<file path="src/rtl/mc_control_fsm.sv">
// Multicycle RISC-V control unit: a Moore FSM that sequences fetch, decode, memory, ALU and branch steps.
// Optional build macro MC_CTRL_TRAP_EN routes unrecognized opcodes to a sticky TRAP state.
module mc_control_fsm (
    input  logic       clk,
    input  logic       rst_n,
    input  logic [6:0] opcode,
    input  logic [2:0] funct3,
    input  logic       alu_zero,
    input  logic       alu_lt,
    input  logic       mem_ready,
    output logic       mem_req,
    output logic       mem_write,
    output logic       ir_write,
    output logic       reg_write,
    output logic       pc_write,
    output logic       adr_src,
    output logic [1:0] alu_src_a,
    output logic [1:0] alu_src_b,
    output logic [1:0] result_src,
    output logic [1:0] alu_op,
    output logic [3:0] state_dbg
);

    typedef enum logic [3:0] {
        S_FETCH    = 4'd0,
        S_DECODE   = 4'd1,
        S_MEMADR   = 4'd2,
        S_MEMREAD  = 4'd3,
        S_MEMWB    = 4'd4,
        S_MEMWRITE = 4'd5,
        S_EXECR    = 4'd6,
        S_EXECI    = 4'd7,
        S_ALUWB    = 4'd8,
        S_BRANCH   = 4'd9,
        S_JAL      = 4'd10,
        S_TRAP     = 4'd11
    } state_e;

    localparam logic [6:0] OP_LOAD   = 7'b0000011;
    localparam logic [6:0] OP_STORE  = 7'b0100011;
    localparam logic [6:0] OP_RTYPE  = 7'b0110011;
    localparam logic [6:0] OP_ITYPE  = 7'b0010011;
    localparam logic [6:0] OP_BRANCH = 7'b1100011;
    localparam logic [6:0] OP_JAL    = 7'b1101111;

    state_e state_q, state_d;

    function automatic logic branch_take(input logic [2:0] f3, input logic zero, input logic lt);
        logic take;
        case (f3)
            3'b000:  take = zero;
            3'b001:  take = ~zero;
            3'b100:  take = lt;
            3'b101:  take = ~lt;
            default: take = 1'b0;
        endcase
        return take;
    endfunction

    // State register; reset abandons any access in flight by returning straight to FETCH.
    always_ff @(posedge clk or negedge rst_n) begin
        if (!rst_n) begin
            state_q <= S_FETCH;
        end else begin
            state_q <= state_d;
        end
    end

    // Next-state and Moore outputs; every output defaults to 0 and each state raises only its own.
    always_comb begin
        state_d    = state_q;
        mem_req    = 1'b0;
        mem_write  = 1'b0;
        ir_write   = 1'b0;
        reg_write  = 1'b0;
        pc_write   = 1'b0;
        adr_src    = 1'b0;
        alu_src_a  = 2'b00;
        alu_src_b  = 2'b00;
        result_src = 2'b00;
        alu_op     = 2'b00;
        case (state_q)
            S_FETCH: begin
                mem_req    = 1'b1;
                alu_src_b  = 2'b10;
                result_src = 2'b10;
                ir_write   = mem_ready;
                pc_write   = mem_ready;
                if (mem_ready) begin
                    state_d = S_DECODE;
                end else begin
                    state_d = S_FETCH;
                end
            end
            S_DECODE: begin
                alu_src_a = 2'b01;
                alu_src_b = 2'b01;
                case (opcode)
                    OP_LOAD, OP_STORE: state_d = S_MEMADR;
                    OP_RTYPE:          state_d = S_EXECR;
                    OP_ITYPE:          state_d = S_EXECI;
                    OP_BRANCH:         state_d = S_BRANCH;
                    OP_JAL:            state_d = S_JAL;
`ifdef MC_CTRL_TRAP_EN
                    default:           state_d = S_TRAP;
`else
                    default:           state_d = S_FETCH;
`endif
                endcase
            end
            S_MEMADR: begin
                alu_src_a = 2'b10;
                alu_src_b = 2'b01;
                if (opcode == OP_LOAD) begin
                    state_d = S_MEMREAD;
                end else begin
                    state_d = S_MEMWRITE;
                end
            end
            S_MEMREAD: begin
                mem_req = 1'b1;
                adr_src = 1'b1;
                if (mem_ready) begin
                    state_d = S_MEMWB;
                end else begin
                    state_d = S_MEMREAD;
                end
            end
            S_MEMWB: begin
                result_src = 2'b01;
                reg_write  = 1'b1;
                state_d    = S_FETCH;
            end
            S_MEMWRITE: begin
                mem_req   = 1'b1;
                mem_write = 1'b1;
                adr_src   = 1'b1;
                if (mem_ready) begin
                    state_d = S_FETCH;
                end else begin
                    state_d = S_MEMWRITE;
                end
            end
            S_EXECR: begin
                alu_src_a = 2'b10;
                alu_op    = 2'b10;
                state_d   = S_ALUWB;
            end
            S_EXECI: begin
                alu_src_a = 2'b10;
                alu_src_b = 2'b01;
                alu_op    = 2'b10;
                state_d   = S_ALUWB;
            end
            S_ALUWB: begin
                reg_write = 1'b1;
                state_d   = S_FETCH;
            end
            S_BRANCH: begin
                alu_src_a = 2'b10;
                alu_op    = 2'b01;
                pc_write  = branch_take(funct3, alu_zero, alu_lt);
                state_d   = S_FETCH;
            end
            S_JAL: begin
                alu_src_a = 2'b01;
                alu_src_b = 2'b10;
                pc_write  = 1'b1;
                state_d   = S_ALUWB;
            end
            S_TRAP: begin
`ifdef MC_CTRL_TRAP_EN
                state_d = S_TRAP;
`else
                state_d = S_FETCH;
`endif
            end
            default: begin
                state_d = S_FETCH;
            end
        endcase
    end

    assign state_dbg = state_q;

endmodule

</file>
<file path="config.mk">
export PLATFORM = sky130hd
export DESIGN_NAME = mc_control_fsm
export DESIGN_NICKNAME = d
export VERILOG_FILES = /design/src/rtl/mc_control_fsm.sv
export SDC_FILE = /design/constraint.sdc
export NUM_CORES = 1
export LEC_CHECK = 0
export BUFFER_PORTS_ARGS = -buffer_cell sky130_fd_sc_hd__buf_2
export CELL_PAD_IN_SITES_DETAIL_PLACEMENT = 0
export CELL_PAD_IN_SITES_GLOBAL_PLACEMENT = 1
export CORE_UTILIZATION = 30
export CTS_CLUSTER_SIZE = 12
export DETAILED_ROUTE_END_ITERATION = 12
export GPL_TIMING_DRIVEN = 0
export PLACE_DENSITY = 0.86
export SYNTH_ARGS = -nofsm -noshare
export SYNTH_HDL_FRONTEND = slang
export SYNTH_SLANG_ARGS = --single-unit
</file>
<file path="constraint.sdc">
create_clock -name clk -period 1.8 [get_ports clk]
set_input_delay 0 -clock clk [delete_from_list [all_inputs] [get_ports clk]]
set_output_delay 0 -clock clk [all_outputs]
set_load 0.02 [all_outputs]
</file>
==> results.yml, run 1 <==
placed_design:
  finalWeightedCongestion: 0.743
  portBuffers: 32
  dp_hpwl_um: 1160
worst_setup_path:
  required_ns: 1.80
  worstSetupEndpointType: "output port"
  crit_buf_inv: 2
  cp-start-kind: "flip-flop"
  cpLargestDelayFamily: "flip-flops"
  arrival_ns: 1.59
  critical_path.max_fanout: 10
  cp_slowest_cell: "dfrtp_1"
  crit_type: "flip-flop to output port"
  path_cells: "buf_6 -> or2_2 -> nor3b_1 -> buf_2"
  cpPeakStageDelay_ns: 0.50
worst_hold_path:
  hold_class: "primary input to flip-flop"
route:
  vias: 677
  drt_wl_total_um: 1480
  wire_per_inst_um: 11.1
  top_layer: "met4"
  routed-wl-met3_um: 77
  wl_met2_um: 698
  first_pass_iters: 4
  ant_nets: 0
  drcViolationCount: 0
  viasPerCell: 5.09
  drtIter0Drc: 8
  wl_met1_um: 676
grt:
  antenna_found_initial: 0
  grt_pass1_wl_um: 2230
  grt_overflow_total: 0
  grt_usage_pct: 14.4
  grt_pass1_vias: 559
  grt_max_degree: 11
clocking:
  cts-buffers-inserted: 3
  h-tree-depth: 1
  cts_tree: "yes"
  cts.path.max_buffers: 2
  cts_sinks: 4
  clkLatencyLatePin_ns: 0.24
  root_buffer: "clkbuf_4"
  clk_pin_slew_ns: 0.04
  cts_resized: 0
floorplanning:
  num_rows: 15
  ios: 33
  die_y_um: 46.2
  core_area_mm2: 0.00178
  start_util_pct: 32.8
  die_w_um: 46.2
  design.die.area_mm2: 0.00213
sta:
  tightest_slew_ns: 0.422
  fin_tns_setup_ns: 0
  slew_headroom_pct: 71.6
  hold_slack_ns: 0.00780
  grt_setup_unrepaired: "no"
  hold_viol_final: 0
  timing.fmax_ghz: 0.631
  finalMaxSlewViolations: 0
  period_share_pct: 88.1
  period_minus_slack_ns: 1.59
  setup_violations: 0
  finClkSkew_ns: 0.00377
finish:
  mostFrequentLayoutCells: "34 x buf_2, 6 x nor3b_1"
  largest_reg_flops: 4
  nFillCells: 204
  layout-drive-gt1-share_pct: 42.6
  areaGrowthSynthToFinish_pct: 38.2
  final_common_cell: "buf_2"
  antenna-diode-count: 0
  layout.nets: 125
power_and_ir_drop:
  power.density_mw_per_mm2: 461
  finalPower_w: 0.000373
  leakage_nw: 0.406
  vdd_drop_max_v: 0.000179
synth:
  seq_area_frac_synth_pct: 17.1
  async_reset_ff_share_pct: 100
  synth_xor_area_share_pct: 5.98
  ys.flop_type: "dfrtp_1"
  ys_ff_latch: 4
  ys_types: 38
  yosys.area_share.adder_pct: 0
  synth_edf_count: 0
  yosys_warnings: 0
  synthMuxAreaShare_pct: 3.42
  avgSynthCellArea_um2: 8.13
  synth-compound-area-share_pct: 18.6
  syn_area_um2: 586
  syn_nets: 87
  synth_top_family_by_area: "simple AND/OR/NAND/NOR gates"
  synthSimpleGateAreaFrac_pct: 46.8
  synthCells: 72
outcome:
  outcome: "finished clean"
job:
  maxCapViolCount: 0
==> per-layer routing <==
metal / global-route usage [%] / up-vias
li1: - / 339
met1: 18.1 / 312
met2: 23.9 / 23
met3: 1.96 / 3
met4: 7.06 / 0
met5: 0 / -
==> layout make-up <==
class / instances / area, um^2 / area share (%)
inverter: 2 / 7.51 / 0.927
timing repair buffer: 33 / 170 / 21.0
tap: 25 / 31.3 / 3.86
sequential: 4 / 100 / 12.4
multi-input combinational: 61 / 438 / 54.1
buffer: 5 / 40.0 / 4.95
clock buffer: 3 / 22.5 / 2.78
==> what timing repair did <==
item,in CTS,in global routing
setup buffers,0,0
hold buffers,1,0
endpoints found under the hold margin,4,0
==> Yosys cell counts (all sizes together), types with 2 or more instances <==
library cell  count  area share (%)
and2              2             2.1
inv               2             1.3
and3b             4             6.0
nor2              3             1.9
and2b             2             2.6
buf               5             6.8
mux2i             2             3.4
a21oi             2             1.7
xnor2             3             4.5
o21ai             5             4.3
nor3b             6             7.7
nor3              2             1.7
dfrtp             4              17
nand4             2             2.1
nor2b             5             5.8
nand2             4             2.6
or2               2             2.1
nand2b            2             2.1
==> stage by stage <==
stage               setup slack (ns)  std cells  area [um^2]  util (%)
floorplan                      0.259         72          586         -
global placement               0.397        129          777      43.6
detailed placement             0.391        129          777      43.6
CTS                            0.212        133          810      45.4
global route                   0.143        133          810      45.4
finish                         0.215        133          810      45.4
==> cell families (layout without fill, tap and decap cells) <==
logic type | count (synthesis) | count (layout)
compound gates | 15 | 15
xor+xnor | 4 | 4
buf+inv | 7 | 43
flops | 4 | 4
mux | 2 | 2
simple gates | 40 | 40
==> worst paths after layout <==
path | from | end | slack [ns] | depth (start not counted)
max | state_dbg[2]$_DFF_PN0_ | alu_src_b[1] | 0.21 | 4
min | opcode[3] | state_dbg[0]$_DFF_PN0_ | 0.008 | 2
max reg2reg | state_dbg[0]$_DFF_PN0_ | state_dbg[0]$_DFF_PN0_ | 0.41 | 4
min reg2reg | state_dbg[0]$_DFF_PN0_ | state_dbg[1]$_DFF_PN0_ | 0.69 | 3
max in group asynchronous | rst_n | state_dbg[0]$_DFF_PN0_ | 1.59 | 2
min in group asynchronous | rst_n | state_dbg[1]$_DFF_PN0_ | 0.09 | 2
==> report_power, final <==
group          leakage, nW  switching, W  internal, W
Combinational        0.338     0.0000913    0.0000691
Clock               0.0138     0.0000382    0.0000746
Sequential          0.0538    0.00000603    0.0000940
(Power assumes the default switching activity.)
==> inputs of run 2 (changes only) <==
--- a/config.mk
+++ b/config.mk
@@ -5,7 +5,7 @@
 export SDC_FILE = /design/constraint.sdc
 export NUM_CORES = 1
 export LEC_CHECK = 0
-export BUFFER_PORTS_ARGS = -buffer_cell sky130_fd_sc_hd__buf_2
+export BUFFER_PORTS_ARGS = -buffer_cell sky130_fd_sc_hd__clkbuf_2
 export CELL_PAD_IN_SITES_DETAIL_PLACEMENT = 0
 export CELL_PAD_IN_SITES_GLOBAL_PLACEMENT = 1
 export CORE_UTILIZATION = 30
==> results.yml, run 2 (synthesis results as in run 1) <==
route:
  first_pass_iters: 4
  vias: 680
  drcViolationCount: 0
  ant_nets: 0
  drt_wl_total_um: 1470
  drtIter0Drc: 7
  viasPerCell: 5.11
  wire_per_inst_um: 11.0
sta:
  tightest_slew_ns: 0.397
  slew_headroom_pct: 73.4
  finClkSkew_ns: 0.00854
  period_share_pct: 90.3
  period_minus_slack_ns: 1.62
  grt_setup_unrepaired: "no"
  timing.fmax_ghz: 0.615
  hold_viol_final: 0
  finalMaxSlewViolations: 0
  setup_violations: 0
  fin_tns_setup_ns: 0
  setup_ws_ns: 0.175
floorplanning:
  core_area_mm2: 0.00178
  die_w_um: 46.2
  design.die.area_mm2: 0.00213
  start_util_pct: 32.8
  num_rows: 15
  die_y_um: 46.2
  ios: 33
finish:
  antenna-diode-count: 0
  layout.nets: 125
  largest_reg_flops: 4
  layout-drive-gt1-share_pct: 42.6
  areaGrowthSynthToFinish_pct: 38.2
  design_area_um2: 810
  stdcell_count: 133
  mostFrequentLayoutCells: "32 x clkbuf_2, 6 x nor3b_1"
  final_common_cell: "clkbuf_2"
worst_setup_path:
  critical_path.max_fanout: 10
  required_ns: 1.80
  cp_slowest_cell: "dfrtp_1"
  cpPeakStageDelay_ns: 0.49
  crit_type: "flip-flop to output port"
  path_cells: "buf_6 -> or2_2 -> nor3b_1 -> clkbuf_2"
  arrival_ns: 1.62
  worstSetupEndpointType: "output port"
  cp-start-kind: "flip-flop"
grt:
  grt_max_degree: 11
  grt_pass1_wl_um: 2170
  grt_overflow_total: 0
  grt_usage_pct: 14.4
  antenna_found_initial: 0
  grt_pass1_vias: 546
placed_design:
  finalWeightedCongestion: 0.745
  place_area_um2: 777
  portBuffers: 32
  pre_cts_ws_ns: 0.389
  placed_cells: 129
  dp_hpwl_um: 1190
clocking:
  cts.path.max_buffers: 2
  post-cts-setup-buffers: 0
  cts_tree: "yes"
  cts-buffers-inserted: 3
  clk_pin_slew_ns: 0.04
  cts_resized: 0
  cts_sinks: 4
  clkLatencyLatePin_ns: 0.24
  holdBufCountCts: 1
  h-tree-depth: 1
  root_buffer: "clkbuf_4"
job:
  maxCapViolCount: 0
power_and_ir_drop:
  power.density_mw_per_mm2: 465
  vdd_drop_max_v: 0.000232
  finalPower_w: 0.000376
  leakage_nw: 0.400
outcome:
  outcome: "finished clean"
worst_hold_path:
  hold_class: "primary input to flip-flop"
run 2: cell count changes in the layout (fill, tap and decap cells not counted):
cell,before,now
buf_2,34,2
clkbuf_2,0,32
run 2: report_power, final:
part | internal (W) | total, W | switching [W] | leakage [nW]
Combinational | 0.0000685 | 0.000161 | 0.0000923 | 0.332
Clock | 0.0000748 | 0.000115 | 0.0000405 | 0.0138
Sequential | 0.0000940 | 0.000100 | 0.00000631 | 0.0538
Total | 0.000237 | 0.000376 | 0.000139 | 0.400
run 2: cell type report:
cell class	count	area (um^2)
fill	201	973
tap	25	31.3
multi-input combinational	61	438
clock buffer	3	22.5
timing repair buffer	33	170
sequential	4	100
buffer	5	40.0
inverter	2	7.51
run 2: final timing paths:
check                                        from                      to  slack (ns)  cells past startpoint
hold reg to reg            state_dbg[0]$_DFF_PN0_  state_dbg[1]$_DFF_PN0_        0.72                      3
max in group asynchronous                   rst_n  state_dbg[2]$_DFF_PN0_        1.58                      2
min in group asynchronous                   rst_n  state_dbg[3]$_DFF_PN0_        0.09                      2
setup / recovery           state_dbg[2]$_DFF_PN0_            alu_src_b[1]        0.18                      4
hold / removal                          opcode[3]  state_dbg[0]$_DFF_PN0_       0.007                      2
setup reg to reg           state_dbg[0]$_DFF_PN0_  state_dbg[0]$_DFF_PN0_        0.40                      4
run 2: worst max-delay path: cells and delay by family, from the launching register on:
family / cells / cell delay, ns
flip-flops: 1 / 0.49
AND/OR/NAND/NOR: 2 / 0.49
buffers and inverters: 2 / 0.40
run 2: routing by layer:
metal / global-route usage [%] / routed length [um] / vias to the layer above
met2: 26.5 / 721 / 25
li1: - / - / 339
met1: 16.2 / 660 / 313
met3: 1.18 / 63 / 3
met5: 0 / 0 / -
met4: 7.06 / 24 / 0
run 2: stage by stage:
stage / hold slack, ns / utilization (%)
finish: 0.00672 / 45.4
global route: 0.0254 / 45.4
CTS: 0.00506 / 45.4
detailed placement: -0.194 / 43.6
global placement: -0.195 / 43.6
floorplan: -0.296 / -
==> inputs of run 3 (changes only) <==
--- a/config.mk
+++ b/config.mk
@@ -11,7 +11,6 @@
 export CORE_UTILIZATION = 30
 export CTS_CLUSTER_SIZE = 12
 export DETAILED_ROUTE_END_ITERATION = 12
-export GPL_TIMING_DRIVEN = 0
 export PLACE_DENSITY = 0.86
 export SYNTH_ARGS = -nofsm -noshare
 export SYNTH_HDL_FRONTEND = slang
==> constraint.sdc (replaced) <==
create_clock -name clk -period 2.1 [get_ports clk]
set_input_delay 0 -clock clk [delete_from_list [all_inputs] [get_ports clk]]
set_output_delay 0 -clock clk [all_outputs]
set_load 0.02 [all_outputs]
==> results.yml, run 3 (synthesis results as in run 1) <==
grt:
  grt_pass1_wl_um: 2170
  busiest_layer: "met2"
  use_met3_pct: 2.35
  grt_usage_pct: 14.3
  antenna_found_initial: 0
  use_met1_pct: 17.1
  grt_max_degree: 21
  grt_pass1_vias: 520
  grt_overflow_total: 0
  use_met2_pct: 23.7
worst_setup_path:
  crit_type: "flip-flop to output port"
  arrival_ns: 1.71
  required_ns: 2.10
  worstSetupEndpointType: "output port"
  critical_path.max_fanout: 14
  cp-start-kind: "flip-flop"
finish:
  design_area_um2: 769
  antenna-diode-count: 0
  final_util_pct: 43.2
  final_common_cell: "clkbuf_2"
  nFillCells: 193
  multiInputGateArea_um2: 438
  areaGrowthSynthToFinish_pct: 31.4
  layout-drive-gt1-share_pct: 39.8
  mostFrequentLayoutCells: "32 x clkbuf_2, 6 x nor3b_1"
  seq_area_um2: 100
  layout.nets: 120
  largest_reg_flops: 4
power_and_ir_drop:
  vdd_drop_max_v: 0.000178
  finalPower_w: 0.000320
  leakage_nw: 0.373
  power.density_mw_per_mm2: 416
sta:
  tightest_slew_ns: 0.578
  hold_slack_ns: 0.0132
  hold_viol_final: 0
  slew_headroom_pct: 61.5
  finClkSkew_ns: 0.00500
  fin_tns_setup_ns: 0
  period_share_pct: 81.2
  timing.fmax_ghz: 0.586
  setup_violations: 0
  finalMaxSlewViolations: 0
  period_minus_slack_ns: 1.71
  grt_setup_unrepaired: "no"
clocking:
  clk_pin_slew_ns: 0.04
  cts-buffers-inserted: 3
  post-cts-setup-buffers: 0
  cts_resized: 0
  cts.path.max_buffers: 2
  holdBufCountCts: 1
  h-tree-depth: 1
  root_buffer: "clkbuf_4"
  cts_sinks: 4
  clkLatencyLatePin_ns: 0.25
  cts_tree: "yes"
route:
  drcViolationCount: 0
  viasPerCell: 4.98
  first_pass_iters: 4
  drtIter0Drc: 6
  drt_wl_total_um: 1390
  wire_per_inst_um: 10.8
  vias: 638
  ant_nets: 0
placed_design:
  finalWeightedCongestion: 0.770
  portBuffers: 32
  dp_hpwl_um: 1020
  place_area_um2: 737
floorplanning:
  die_y_um: 46.2
  start_util_pct: 32.8
  design.die.area_mm2: 0.00213
  core_area_mm2: 0.00178
  ios: 33
  die_w_um: 46.2
  num_rows: 15
job:
  maxCapViolCount: 0
worst_hold_path:
  hold_class: "primary input to flip-flop"
outcome:
  outcome: "finished clean"
[run 3: cell count changes in the layout (fill, tap and decap cells not counted)]
cell / change
buf_4: -1
buf_2: -2
buf_6: -2
[run 3: path summary, 6_finish.rpt]
check                                             from                      to  slack, ns  cells after the start
max in group asynchronous                        rst_n  state_dbg[3]$_DFF_PN0_       1.88                      2
worst min register to register  state_dbg[1]$_DFF_PN0_  state_dbg[3]$_DFF_PN0_       0.88                      2
min in group asynchronous                        rst_n  state_dbg[2]$_DFF_PN0_       0.09                      2
worst max register to register  state_dbg[1]$_DFF_PN0_  state_dbg[0]$_DFF_PN0_       0.57                      3
worst min-delay path                         opcode[2]  state_dbg[0]$_DFF_PN0_       0.01                      2
worst max-delay path            state_dbg[0]$_DFF_PN0_                pc_write       0.39                      4
[run 3: final cells by class]
class,instances,area share [%]
clock buffer,3,2.93
timing repair buffer,33,22.1
multi-input combinational,61,56.9
tap,25,4.07
inverter,2,0.976
sequential,4,13.0
[run 3: worst max-delay path: stages (launching register included)]
cell and delay, ns:
dfrtp_1 0.60, nor2b_2 0.28, nand2_1 0.10, o32ai_1 0.27, clkbuf_2 0.21
[run 3: through the flow]
stage | cells | setup WS, ns
after floorplan | 72 | 0.559
after global placement | 124 | 0.596
after detailed placement | 124 | 0.586
after CTS | 128 | 0.399
after global routing | 128 | 0.279
final | 128 | 0.395
[run 3: per-layer routing]
metal  vias to the layer above  share of wire, %
met3                         3               4.8
met2                        23                46
met4                         0               1.4
met1                       285                48
li1                        327                 -
met5                         -                 0
[run 3: report_power, final]
part	total [W]	internal [W]	leakage, nW	switching, W
Combinational	0.000124	0.0000550	0.305	0.0000690
Clock	0.000102	0.0000643	0.0138	0.0000379
Sequential	0.0000939	0.0000804	0.0538	0.0000135
Total	0.000320	0.000200	0.373	0.000120
